`src/rtl/if_fetch_unit_if.sv`:
```
// Bundles the fetch stage's memory handshake, IF/ID output and redirect/stall controls.
// With IF_MISALIGN_TRAP_EN defined the bundle also carries the misalign flag.
interface if_fetch_unit_if;
  logic        imem_req;
  logic [31:0] imem_addr;
  logic        imem_ready;
  logic [31:0] imem_rdata;
  logic        stall;
  logic        redirect;
  logic [31:0] redirect_pc;
  logic [31:0] if_instr;
  logic [31:0] if_pc;
  logic        if_valid;
`ifdef IF_MISALIGN_TRAP_EN
  logic        misalign;

  modport master (
    output imem_req, imem_addr, if_instr, if_pc, if_valid, misalign,
    input  imem_ready, imem_rdata, stall, redirect, redirect_pc
  );
  modport slave (
    input  imem_req, imem_addr, if_instr, if_pc, if_valid, misalign,
    output imem_ready, imem_rdata, stall, redirect, redirect_pc
  );
`else
  modport master (
    output imem_req, imem_addr, if_instr, if_pc, if_valid,
    input  imem_ready, imem_rdata, stall, redirect, redirect_pc
  );
  modport slave (
    input  imem_req, imem_addr, if_instr, if_pc, if_valid,
    output imem_ready, imem_rdata, stall, redirect, redirect_pc
  );
`endif
endinterface

```
`src/rtl/if_fetch_unit.sv`:
```
// Instruction-fetch stage: owns the PC, fetches from imem, buffers one instruction under stall.
// Optional IF_MISALIGN_TRAP_EN adds a one-cycle misalign flag on unaligned redirects.
module if_fetch_unit #(
  parameter logic [31:0] RESET_PC = 32'h0000_0000,
  parameter int unsigned PC_STEP  = 4
) (
  input logic          clock,
  input logic          reset,
  if_fetch_unit_if.master bus
);
  localparam logic [31:0] PC_INC = 32'(PC_STEP);

  // FETCH: skid buffer empty, request outstanding. FULL: buffer holds one instruction.
  typedef enum logic {FETCH = 1'b0, FULL = 1'b1} state_e;

  state_e      state_q, state_d;
  logic [31:0] pc_q, pc_d;
  logic [31:0] buf_instr_q, buf_instr_d;
  logic [31:0] buf_pc_q, buf_pc_d;
  logic [31:0] if_instr_q, if_instr_d;
  logic [31:0] if_pc_q, if_pc_d;
  logic        if_valid_q, if_valid_d;
  logic        fetch_done;

  assign fetch_done    = (state_q == FETCH) && bus.imem_ready;
  assign bus.imem_req  = (state_q == FETCH) && !reset;
  assign bus.imem_addr = pc_q;
  assign bus.if_instr  = if_instr_q;
  assign bus.if_pc     = if_pc_q;
  assign bus.if_valid  = if_valid_q;

  always_comb begin
    state_d     = state_q;
    pc_d        = pc_q;
    buf_instr_d = buf_instr_q;
    buf_pc_d    = buf_pc_q;
    if_instr_d  = if_instr_q;
    if_pc_d     = if_pc_q;
    if_valid_d  = if_valid_q;

    if (bus.redirect) begin
      // A fetch completing alongside the redirect is dropped on purpose.
      pc_d       = bus.redirect_pc & 32'hFFFF_FFFC;
      state_d    = FETCH;
      if_instr_d = '0;
      if_pc_d    = '0;
      if_valid_d = 1'b0;
    end else if (bus.stall) begin
      if (fetch_done) begin
        buf_instr_d = bus.imem_rdata;
        buf_pc_d    = pc_q;
        pc_d        = pc_q + PC_INC;
        state_d     = FULL;
      end
    end else if (state_q == FULL) begin
      if_instr_d = buf_instr_q;
      if_pc_d    = buf_pc_q;
      if_valid_d = 1'b1;
      state_d    = FETCH;
    end else if (fetch_done) begin
      if_instr_d = bus.imem_rdata;
      if_pc_d    = pc_q;
      if_valid_d = 1'b1;
      pc_d       = pc_q + PC_INC;
    end else begin
      if_instr_d = '0;
      if_valid_d = 1'b0;
    end
  end

  // NOTE: sequential state uses non-blocking assignments so every register samples pre-edge values.
  always_ff @(posedge clock) begin
    if (reset) begin
      state_q    <= FETCH;
      pc_q       <= RESET_PC;
      if_instr_q <= '0;
      if_pc_q    <= '0;
      if_valid_q <= 1'b0;
    end else begin
      state_q    <= state_d;
      pc_q       <= pc_d;
      if_instr_q <= if_instr_d;
      if_pc_q    <= if_pc_d;
      if_valid_q <= if_valid_d;
    end
  end

  // NOTE: buffer payload needs no reset; it is only read when state_q == FULL.
  always_ff @(posedge clock) begin
    buf_instr_q <= buf_instr_d;
    buf_pc_q    <= buf_pc_d;
  end

`ifdef IF_MISALIGN_TRAP_EN
  logic misalign_q;

  always_ff @(posedge clock) begin
    if (reset) misalign_q <= 1'b0;
    else       misalign_q <= bus.redirect && (bus.redirect_pc[1:0] != 2'b00);
  end

  assign bus.misalign = misalign_q;
`endif
endmodule

```
`src/flat_wrapper.sv`:
```
// flat-port wrapper written by rule: the top's interface ports become plain ports
module if_fetch_unit_flat 
#(
  parameter logic [31:0] RESET_PC = 32'h0000_0000,
  parameter int unsigned PC_STEP  = 4
)
  (clock, reset, bus_imem_req, bus_imem_addr, bus_if_instr, bus_if_pc, bus_if_valid, bus_imem_ready, bus_imem_rdata, bus_stall, bus_redirect, bus_redirect_pc);
  if_fetch_unit_if bus_i ();
  input logic clock;
  input logic reset;
  output wire logic [$bits(bus_i.imem_req)-1:0] bus_imem_req;
  output wire logic [$bits(bus_i.imem_addr)-1:0] bus_imem_addr;
  output wire logic [$bits(bus_i.if_instr)-1:0] bus_if_instr;
  output wire logic [$bits(bus_i.if_pc)-1:0] bus_if_pc;
  output wire logic [$bits(bus_i.if_valid)-1:0] bus_if_valid;
  input wire logic [$bits(bus_i.imem_ready)-1:0] bus_imem_ready;
  input wire logic [$bits(bus_i.imem_rdata)-1:0] bus_imem_rdata;
  input wire logic [$bits(bus_i.stall)-1:0] bus_stall;
  input wire logic [$bits(bus_i.redirect)-1:0] bus_redirect;
  input wire logic [$bits(bus_i.redirect_pc)-1:0] bus_redirect_pc;
  assign bus_imem_req = bus_i.imem_req;
  assign bus_imem_addr = bus_i.imem_addr;
  assign bus_if_instr = bus_i.if_instr;
  assign bus_if_pc = bus_i.if_pc;
  assign bus_if_valid = bus_i.if_valid;
  assign bus_i.imem_ready = bus_imem_ready;
  assign bus_i.imem_rdata = bus_imem_rdata;
  assign bus_i.stall = bus_stall;
  assign bus_i.redirect = bus_redirect;
  assign bus_i.redirect_pc = bus_redirect_pc;
  if_fetch_unit #(.RESET_PC(RESET_PC), .PC_STEP(PC_STEP)) u_core (.clock(clock), .reset(reset), .bus(bus_i));
endmodule
```
`config.mk`:
```
export PLATFORM = sky130hd
export DESIGN_NAME = if_fetch_unit_flat
export DESIGN_NICKNAME = d
export VERILOG_FILES = /design/src/rtl/if_fetch_unit_if.sv /design/src/rtl/if_fetch_unit.sv /design/src/flat_wrapper.sv
export SDC_FILE = /design/constraint.sdc
export NUM_CORES = 1
export LEC_CHECK = 0
export ABC_CLOCK_PERIOD_IN_PS = 8300
export CAP_MARGIN = 20
export CORE_AREA = 8 8 131 133
export CTS_CLUSTER_SIZE = 30
export DETAILED_ROUTE_END_ITERATION = 8
export DIE_AREA = 0 0 139 141
export GPL_TIMING_DRIVEN = 0
export PLACE_DENSITY = 0.81
export SYNTH_ARGS = -nofsm -noshare
export SYNTH_HDL_FRONTEND = slang
export SYNTH_SLANG_ARGS = --single-unit
export TNS_END_PERCENT = 100
```
`constraint.sdc`:
```
create_clock -name clock -period 8.3 [get_ports clock]
set_input_delay 1.66 -clock clock [delete_from_list [all_inputs] [get_ports clock]]
set_output_delay 1.66 -clock clock [all_outputs]
set_load 0.05 [all_outputs]
```
==> After elaboration in Yosys (flattened, before gate mapping) <==
Index checks and enable logic that the tools add are counted.
{ "totals": {"regBits": 162, "in_bits": 69, "output_inout_bits": 98, "elab_cells": 32} }
{ "op_classes": {"addsub": 1, "eq_ne": 2, "muxes": 10, "n_bitwise": 3, "reduce_logical": 8} }
{ "op_table": {"columns": ["op", "n"], "rows": [
  ["$mux 32", 8],
  ["$add 32x3->32 const B", 1],
  ["$ne 3x3->1 const B", 1],
  ["$not 1->1", 3],
  ["$reduce_and 3->1", 1],
  ["$reduce_or 3->1", 1],
  ["$logic_and 1x1->1", 2],
  ["$mux 1", 2],
  ["$ne 2x2->1 const B", 1],
  ["$reduce_and 2->1", 1],
  ["$reduce_bool 2->1", 1],
  ["$reduce_or 2->1", 1],
  ["$logic_not 1->1", 1]
]} }

==> Depth between registers and ports, before layout <==
Gate-level depths: netlist of the first run.
{ "depth": {"word_depth": 6, "mapped_depth": 7, "mapped_depth_nobuf": 5} }

==> Worst setup path after synthesis of the first run <==
No wires, ideal clock.
{ "synth_timing": {"path_kind": "input port to output port", "from": "input port reset", "to": "output port bus_imem_req", "arrival_ns": 2.676, "t_required_ns": 6.640, "setup_slack_ns": 3.964, "stages": 3, "path_buffers": 2, "path_cell_list": "clkbuf_1 > clkbuf_1 > nor2_1"} }
{ "synth_via": {"elab_chain_len": 2} }
{ "synth_rtl": {"columns": ["item", "line", "rtl"], "rows": [
  ["from (decl)", "flat_wrapper.sv:10", "input logic reset;"],
  ["$logic_not 1->1", "if_fetch_unit.sv:26", "assign bus.imem_req = (state_q == FETCH) && !reset;"],
  ["$logic_and 1x1->1", "if_fetch_unit.sv:26", null],
  ["to (decl)", "flat_wrapper.sv:11", "output wire logic [$bits(bus_i.imem_req)-1:0] bus_imem_req;"]
]} }
No other way between the ends.

==> Worst setup path after layout of the first run <==
Same ends and word-level chain as after synthesis.

==> results of run 1 <==
## worst reg2reg max path, cell delays in order (launching register included)
cell and delay, ps:
dfxtp_1 520, nand4_1 260, nor4_1 670, a211oi_1 160
a2111oi_0 370
## Yosys cell counts (2+ instances only)
cell       instances
xor2_1             5
nor3_1             4
a21oi_1           68
nor2_1            91
a2111oi_0          2
a221oi_1           2
or4_1             11
and4_1             7
nand4_4            2
a211oi_1          42
o31a_1             2
inv_1              8
nand4_1            7
nor2b_1            2
nor3b_1            3
buf_2              7
a311oi_1          13
nor4_1             4
and3_1             4
mux2i_1           31
buf_4              5
o21ai_0            6
dfxtp_1           94
edfxtp_1          62
nand3b_1          32
nand2_1           42
nand3_1           14
buf_6              2
or3_1              4
o31ai_1           10
clkbuf_1          37
buf_1              4
xnor2_1            5
## how the worst max path moves through the flow
| stage | startpoint | to | slack, ps |
|---|---|---|---|
| after floorplan | reset | bus_imem_req | 3960 |
| after global placement | bus_redirect | u_core.buf_instr_q[10] | 2720 |
| after detailed placement | reset | bus_imem_req | 3340 |
| after CTS | reset | bus_imem_req | 3330 |
| after global routing | reset | bus_imem_req | 3240 |
| final | reset | bus_imem_req | 3300 |
## power breakdown
group	switching (W)	total, W	internal, W
Clock	0.000330	0.000778	0.000448
Combinational	0.000159	0.000254	0.0000956
Sequential	0.0000283	0.000855	0.000827
## stage by stage
stage                     utilization  power (W)  area, um^2  worst slack [ps]  hold WS (ps)
final                           0.601    0.00189        9010              3300           466
after global routing            0.601    0.00195        9010              3240           466
after CTS                       0.601    0.00189        9010              3330           461
after detailed placement        0.562    0.00113        8420              3340           443
after global placement          0.562    0.00112        8420              2720           431
after floorplan                     -    0.00102        6610              3960           520
## sequential cells by signal (all words and copies together), names as in the netlist
register,flops
u_core.bus.if_valid,1
u_core.bus.if_pc,30
u_core.bus.imem_addr,30
u_core.buf_pc_q,30
u_core.state_q,1
u_core.bus.if_instr,32
u_core.buf_instr_q,32
## logic make-up (layout without fill, tap and decap cells)
| group | Yosys count | count (layout) | synth area share |
|---|---|---|---|
| simple gates | 233 | 233 | 0.185 |
| flops | 156 | 156 | 0.567 |
| other cells | 1 | 4 | 0.000568 |
| buf+inv | 64 | 253 | 0.0430 |
| xor+xnor | 10 | 10 | 0.0133 |
| mux | 31 | 31 | 0.0470 |
| compound gates | 146 | 146 | 0.142 |
| fa+ha+maj | 1 | 1 | 0.00190 |
## final cells by class
class | count | area [um^2] | area share
inverter | 8 | 30.0 | 0.00333
clock inverter | 15 | 160 | 0.0178
buffer | 56 | 254 | 0.0282
multi-input combinational | 425 | 2590 | 0.287
clock buffer | 17 | 425 | 0.0472
tap | 188 | 235 | 0.0261
timing repair buffer | 157 | 1570 | 0.174
sequential | 156 | 3740 | 0.416
## per-layer routing
layer | routed length [um] | up-vias | share of wire | GRT usage
li1 | - | 2712 | - | -
met1 | 8410 | 2716 | 0.44 | 0.240
met2 | 8720 | 253 | 0.46 | 0.303
met3 | 1420 | 35 | 0.075 | 0.0557
met4 | 421 | 0 | 0.022 | 0.0803
met5 | 0 | - | 0 | 0
==> flow_metrics.env, run 1 <==
export IMPL_clkLatencyLatePin_ps=430
export IMPL_finalSetupViolations=0
export IMPL_synth_main_ff_cell="dfxtp_1"
export IMPL_grt_max_degree=63
export IMPL_cts_root_buf="clkbuf_16"
export IMPL_numCtsBuffers=17
export IMPL_cp_max_fo=10
export IMPL_vias=5716
export IMPL_yosys_warnings=0
export IMPL_worst_path_largest_cell_delay_ps=740
export IMPL_clock_skew_ps=12.4
export IMPL_ys_seq_elements=156
export IMPL_place_inst=990
export IMPL_startpoint_type="primary input"
export IMPL_grt_ovfl_total=0
export IMPL_syn_avg_cell_area_um2=10.3
export IMPL_ctsHtreeMaxLevel=4
export IMPL_path_depth=4
export IMPL_slowest_stage="clkdlybuf4s50_1"
export IMPL_synth_top_area_cell="dfxtp_1"
export IMPL_postRouteWirelength_mm=19.0
export IMPL_crit_arrival_ps=3340
export IMPL_start_util=0.441
export IMPL_layoutNonFillerInstCount=1022
export IMPL_cts_sinks=156
export IMPL_ctsHoldBuffers=0
export IMPL_place_gp_congestion=0.831
export IMPL_fin_crit_ps=5000
export IMPL_required_ps=6640
export IMPL_setup_tns_final_ps=0
export IMPL_clockBufferDepth=2
export IMPL_viasPerCell=5.59
export IMPL_ant_nets=0
export IMPL_slew_headroom=0.415
export IMPL_first_global_vias=5586
export IMPL_hold_start="u_core.bus.imem_addr[19]"
export IMPL_cpLargestDelayFamily="buffers and inverters"
export IMPL_slew_viol_final=0
export IMPL_endpoint_kind="output port"
export IMPL_n_fill_cell=1237
export IMPL_die_y_um=141
export IMPL_crit_top_cell="clkbuf_1"
export IMPL_rrSetupSlack_ps=6200
export IMPL_syn_inst=642
export IMPL_synth_edff_count=62
export IMPL_clkSlewWorstSetupHoldPaths_ps=60
export IMPL_most_common_layout_cells="clkdlybuf4s50_1 (157), dfxtp_1 (94), nor2_1 (91)"
export IMPL_r2r_start="u_core.bus.imem_addr[7]"
export IMPL_fmax_mhz=200
export IMPL_die_area_um2=19600
export IMPL_core_rowCount=45
export IMPL_leakagePower_nw=2.98
export IMPL_grt_pass1_wl_mm=29.9
export IMPL_r2r_end="u_core.bus.imem_addr[14]"
export IMPL_worstPathCellList="clkbuf_1, clkbuf_1, nor2_1, clkdlybuf4s50_1"
export IMPL_dp_hpwl_mm=13.2
export IMPL_io_pins=167
export IMPL_critPathKind="primary input to output port"
export IMPL_final_common_cell="clkdlybuf4s50_1"
export IMPL_status="finished clean"
export IMPL_tightest_slew_ps=878
export IMPL_wl_per_cell_um=18.6
export IMPL_power_density_nw_per_um2=210
export IMPL_ys_seq_area_frac=0.567
export IMPL_hold_path_depth=0
export IMPL_ir_drop_mv=0.163
export IMPL_cp_num_buf_inv=3
export IMPL_portBuffers=157
export IMPL_hold_violations=0
export IMPL_async_flop_share=0
export IMPL_hold_class="register to register"
export IMPL_antenna_found_initial=0
export IMPL_synth_area_top_cells="dfxtp_1 (29%), edfxtp_1 (28%), nor2_1 (5.2%), a21oi_1 (5.2%), a211oi_1 (4.8%)"
export IMPL_grt_usage=0.191
export IMPL_worstHoldEndpoint="u_core.buf_pc_q[19]"
export IMPL_reg2reg_depth=4
export IMPL_rsz0062_at_grt="false"
export IMPL_period_share=0.603
export IMPL_syn2layout_area_growth_pct=36.5
export IMPL_maxCapViolCount=0
export IMPL_drt_iter0_drc=376
export IMPL_cts_tree="done"
export IMPL_num_nets_final=891
export IMPL_die_w_um=139
export IMPL_netlist_area_um2=6600
export IMPL_yosysUniqueCellTypes=43
export IMPL_core_area_um2=15000
export IMPL_post_cts_resize_count=0
export IMPL_n_antenna_cell=0
export IMPL_drc=0
export IMPL_synth_top_area_share=0.285
export IMPL_dr_pass1_iters=5
export IMPL_drive_gt1_frac=0.0624
export IMPL_cts_setup_buffers=0
(Power assumes the default switching activity.)
==> run 2: changes to the inputs <==
Settings changed: ABC_CLOCK_PERIOD_IN_PS 8300 to 5100.
Clock period 8.3 ns to 5.1 ns, I/O delays scaled along.
==> results of run 2 <==
The final DEF is identical to that of run 1. Status: finished clean.
Main changes from that run: setup slack after placement 3340 ps -> 1420 ps; setup slack after layout 3300 ps -> 1380 ps; register-to-register setup slack 6200 ps -> 3000 ps; total power 0.00189 W -> 0.00307 W; worst IR drop on VDD 0.163 mV -> 0.266 mV
==> run 3: changes to the inputs <==
Settings changed: ABC_CLOCK_PERIOD_IN_PS 5100 to 3100, CORE_AREA 8 8 131 133 to 8 8 132 134, DIE_AREA 0 0 139 141 to 0 0 140 142, PLACE_DENSITY 0.81 to 0.83.
Clock period 5.1 ns to 3.1 ns, I/O delays scaled along.
==> flow_metrics.env, run 3 (synthesis gave the netlist of run 1 again) <==
export IMPL_register_area_um2=3740
export IMPL_place_gp_congestion=0.835
export IMPL_wl_per_cell_um=18.1
export IMPL_clkLatencyLatePin_ps=420
export IMPL_syn2layout_area_growth_pct=36.3
export IMPL_multi_input_area_um2=2580
export IMPL_drc=0
export IMPL_io_pins=167
export IMPL_period_share=0.922
export IMPL_grt_ovfl_total=0
export IMPL_final_util=0.583
export IMPL_status="finished clean"
export IMPL_antenna_found_initial=0
export IMPL_first_global_vias=5513
export IMPL_n_antenna_cell=0
export IMPL_clkSlewWorstSetupHoldPaths_ps=70
export IMPL_grt_usage=0.185
export IMPL_dr_pass1_iters=6
export IMPL_slew_viol_final=0
export IMPL_drt_iter0_drc=401
export IMPL_leakagePower_nw=2.96
export IMPL_place_inst=995
export IMPL_worstPathCellList="clkdlybuf4s50_1, inv_1, clkbuf_1, and3_2, buf_12"
export IMPL_die_w_um=140
export IMPL_cp_max_fo=40
export IMPL_clock_skew_ps=6.42
export IMPL_grt_met1_usage=0.229
export IMPL_fin_crit_ps=2860
export IMPL_die_area_um2=19900
export IMPL_setup_ws_ps=241
export IMPL_maxCapViolCount=0
export IMPL_n_fill_cell=1333
export IMPL_core_area_um2=15400
export IMPL_numCtsBuffers=17
export IMPL_slew_headroom=0.371
export IMPL_num_nets_final=891
export IMPL_worst_path_largest_cell_delay_ps=920
export IMPL_critPathKind="primary input to register"
export IMPL_dp_hpwl_mm=13.4
export IMPL_start_util=0.428
export IMPL_crit_arrival_ps=2980
export IMPL_cts_sinks=156
export IMPL_cts_root_buf="clkbuf_16"
export IMPL_power_density_nw_per_um2=545
export IMPL_die_y_um=142
export IMPL_fin_hold_ws_ps=459
export IMPL_clockBufferDepth=2
export IMPL_grt_busiest_layer="met2"
export IMPL_hold_class="register to register"
export IMPL_setup_tns_final_ps=0
export IMPL_endpoint_kind="register"
export IMPL_hold_violations=0
export IMPL_grt_max_degree=41
export IMPL_layoutNonFillerInstCount=1026
export IMPL_cts_tree="done"
export IMPL_core_rowCount=46
export IMPL_dp_slack_ps=-196
export IMPL_grt_use_met3=0.0543
export IMPL_startpoint_type="primary input"
export IMPL_slowest_stage="and3_2"
export IMPL_drive_gt1_frac=0.0659
export IMPL_grt_pass1_wl_mm=29.3
export IMPL_gr_usage_met2=0.296
export IMPL_final_common_cell="clkdlybuf4s50_1"
export IMPL_ant_nets=0
export IMPL_vias=5561
export IMPL_required_ps=3220
export IMPL_viasPerCell=5.42
export IMPL_most_common_layout_cells="clkdlybuf4s50_1 (157), dfxtp_1 (94), nor2_1 (91)"
export IMPL_ctsHtreeMaxLevel=4
export IMPL_ir_drop_mv=0.390
export IMPL_finalSetupViolations=0
export IMPL_portBuffers=157
export IMPL_rsz0062_at_grt="false"
export IMPL_fmax_mhz=350
export IMPL_cts_setup_buffers=0
export IMPL_postRouteWirelength_mm=18.5
export IMPL_tightest_slew_ps=944
## run 3: stage by stage
step,total power [W],area [um^2]
global route,0.00507,8990
finish,0.00490,8990
detailed placement,0.00301,8440
global placement,0.00300,8420
floorplan,0.00273,6610
CTS,0.00493,8990
## run 3: worst max-delay path: cells and delay by family
kind,cells,cell delay [ps]
buffers and inverters,4,1430
AND/OR/NAND/NOR,1,920
## run 3: final timing paths
path                             to  slack [ps]                startpoint  cells past startpoint
max          u_core.buf_instr_q[26]         240              bus_redirect                      5
min reg2reg     u_core.buf_pc_q[13]         460  u_core.bus.imem_addr[13]                      0
min             u_core.buf_pc_q[13]         460  u_core.bus.imem_addr[13]                      0
max reg2reg  u_core.buf_instr_q[26]         770            u_core.state_q                      4
## run 3: report_power, final
group,leakage [nW],total [W],switching [W],internal [W]
Combinational,1.35,0.000680,0.000423,0.000257
Sequential,1.35,0.00229,0.0000746,0.00221
Clock,0.262,0.00194,0.000876,0.00106
Total,2.96,0.00490,0.00137,0.00353
## run 3: final cells by class
| class | count | area share |
|---|---|---|
| plain buffers | 55 | 0.0280 |
| clock buffers | 18 | 0.0488 |
| clock inverters | 14 | 0.0125 |
| inverters | 8 | 0.00334 |
| multi-input cells | 425 | 0.287 |
| flip-flops and latches | 156 | 0.416 |
| well taps | 192 | 0.0267 |
| repair buffers | 158 | 0.177 |
## run 3: repair_timing
action	CTS	global route
endpoints found under the setup margin	1	0
hold buffers	0	0
gates resized for setup	1	0
endpoints found under the hold margin	0	0
## run 3: routing by layer
layer	vias to the layer above	share of wire
met5	-	0
met4	0	0.020
met3	31	0.079
met2	224	0.47
met1	2592	0.43
li1	2714	-
==> RTL change, RTL diff (config.mk and constraints of run 3) <==
Take the reset off `if_instr_q` and load it in a clocked block of its own.
--- a/src/rtl/if_fetch_unit.sv
+++ b/src/rtl/if_fetch_unit.sv
@@ -73,16 +73,18 @@
     if (reset) begin
       state_q    <= FETCH;
       pc_q       <= RESET_PC;
-      if_instr_q <= '0;
       if_pc_q    <= '0;
       if_valid_q <= 1'b0;
     end else begin
       state_q    <= state_d;
       pc_q       <= pc_d;
-      if_instr_q <= if_instr_d;
       if_pc_q    <= if_pc_d;
       if_valid_q <= if_valid_d;
     end
+  end
+
+  always_ff @(posedge clock) begin
+    if_instr_q <= if_instr_d;
   end
 
   // NOTE: buffer payload needs no reset; it is only read when state_q == FULL.
Function: changed (a bounded check fails within 4 cycles, from zero or initial values and one cycle with reset high).
==> RTL change against run 3 <==
Area after synthesis grew 2.6%. Count of clock-buffer cells in the layout is the same. Setup slack gained 0.29 ns. Largest cell class unchanged. Sequential cell count is the same. Wire length grew 5.8%. Cell area grew 2.7%. Total power grew 6.9%. Clock skew grew 0.0051 ns. Largest power group unchanged.
==> RTL change: results (changes against run 3) <==
Run status
  • Status: finished, final reports clean

Yosys
  • Mux contribution to synthesized area: 4.583% (-0.12 points)
  • Synth Area per Inst: 10.43 um^2 (+1.5%)
  • Synth Area in XOR/XNOR: 1.682% (+0.35 points)
  • Commonest cells in the netlist: 94 x dfxtp_1, 91 x nor2_1, 65 x a21oi_1
  • Cell variety after synth: 57 (+33%)
  • Synth Area in Adders: 0.1848% (-0.0048 points)
  • Synth top area cells: dfxtp_1 28%, edfxtp_1 27%, a211oi_1 5.2%

Drt
  • Metal1 wirelength: 8.381 mm (+4.4%)
  • Met2 WL: 9.095 mm (+5.0%)
  • WL final: 19.61 mm (+5.8%)
  • Initial DRT Pass Iterations: 5 (-1)
  • DRT iter0 DRCs: 351 (-12%)
  • Vias/cell: 5.604 (+3.4%)
  • Met3 WL: 1.766 mm (+20%)

Worst setup path
  • Crit-path max FO: 10 (-75%)
  • Crit path arrival time: 1.95 ns (-1.03 ns)

Place
  • Pre-CTS WS: 0.2320 ns (+0.4283 ns)
  • Final GP Congestion: 0.8387 (+0.50%)
  • I/O Buffers: 156 (-0.64%)
  • Placed Instances: 1001 (+0.60%)
  • Post-detail-place hpwl: 13.94 mm (+3.9%)

Power and ir drop
  • Lkg Pwr: 3.149 nW (+6.3%)
  • Maximum VDD drop: 0.3706 mV (-5.0%)

Final layout
  • Final nets: 898 (+0.79%)
  • # fillers: 1273 (-4.5%)

Global routing
  • Vias in the first global route: 5721 (+3.8%)
  • Largest net degree at the start of global routing: 39 (-4.9%)
  • First-pass GRT wire length: 31.09 mm (+6.1%)

Timing
  • Worst-margin pin slew: 0.7077 ns (-0.2361 ns)

Clocking
  • Max H-tree Level: 4 (unchanged)

Hold path
  • Hold crit path type: in2reg
[RTL change: changes by cell type in the layout (fill, tap and decap cells not counted), sizes merged, moves of 5 or more]
cell and change:
a2111oi +7, a211oi +5, a311oi -7, and3 +5, clkbuf +5, nand3 -5, o31ai -8, or4 -10
[RTL change: final cells by class]
| class | count | share of cell area, % |
|---|---|---|
| plain buffers | 60 | 3.673 |
| clock buffers | 18 | 4.649 |
| clock inverters | 14 | 2.101 |
| inverters | 11 | 0.4473 |
| multi-input cells | 425 | 28.82 |
| flip-flops and latches | 156 | 40.55 |
| well taps | 192 | 2.602 |
| repair buffers | 157 | 17.16 |
[RTL change: metrics by stage]
step	utilization (%)	area, um^2	TNS, ns
3_3_place_gp	55.65	8584	-4.067
6_report	59.85	9231	0
4_1_cts	59.83	9229	0
3_5_place_dp	55.78	8605	0
5_1_grt	59.85	9231	0
2_1_floorplan	-	6783	0
[RTL change: cells by family (layout without fill, tap and decap cells)]
logic type,after synthesis,count (layout)
AO/OA/AOI/OAI,140,140
XOR/XNOR,13,13
adder cells (fa/ha/maj),1,1
buffers and inverters,71,260
flip-flops,156,156
multiplexers,31,31
other,1,4
AND/OR/NAND/NOR,236,236
[RTL change: layer usage]
| layer | global-route usage, % | up-vias |
|---|---|---|
| met5 | 0 | - |
| met4 | 6.514 | 0 |
| met3 | 5.569 | 30 |
| met2 | 31.51 | 258 |
| met1 | 25.35 | 2770 |
| li1 | - | 2731 |
[RTL change: report_power, final]
part / switching (W) / total (W) / internal [W]
combinational: 0.000468 / 0.000750 / 0.000282
clock: 0.000839 / 0.00219 / 0.00135
sequential: 0.0000807 / 0.00230 / 0.00222
total: 0.00139 / 0.00524 / 0.00385
[RTL change: worst paths after layout]
check             slack (ns)                        to                   start  cells past startpoint
setup / recovery        0.53              bus_imem_req          u_core.state_q                      5
hold / removal          0.44  u_core.bus.imem_addr[19]                   reset                      2
setup reg to reg        0.97        u_core.buf_pc_q[3]          u_core.state_q                      4
hold reg to reg         0.49    u_core.bus.if_instr[9]  u_core.bus.if_instr[9]                      2
[RTL change: timing repair]
action	CTS	global route
pin swaps	0	0
gates resized for setup	1	1
hold endpoints to repair	0	0
setup endpoints to repair	1	1
[RTL change: critical path, stage by stage, from the launching register on]
cell and delay [ns]:
dfxtp_1 0.29, buf_4 0.15, clkbuf_1 0.21, clkbuf_2 0.26
nor2_1 0.12, dlymetal6s2s_1 0.49
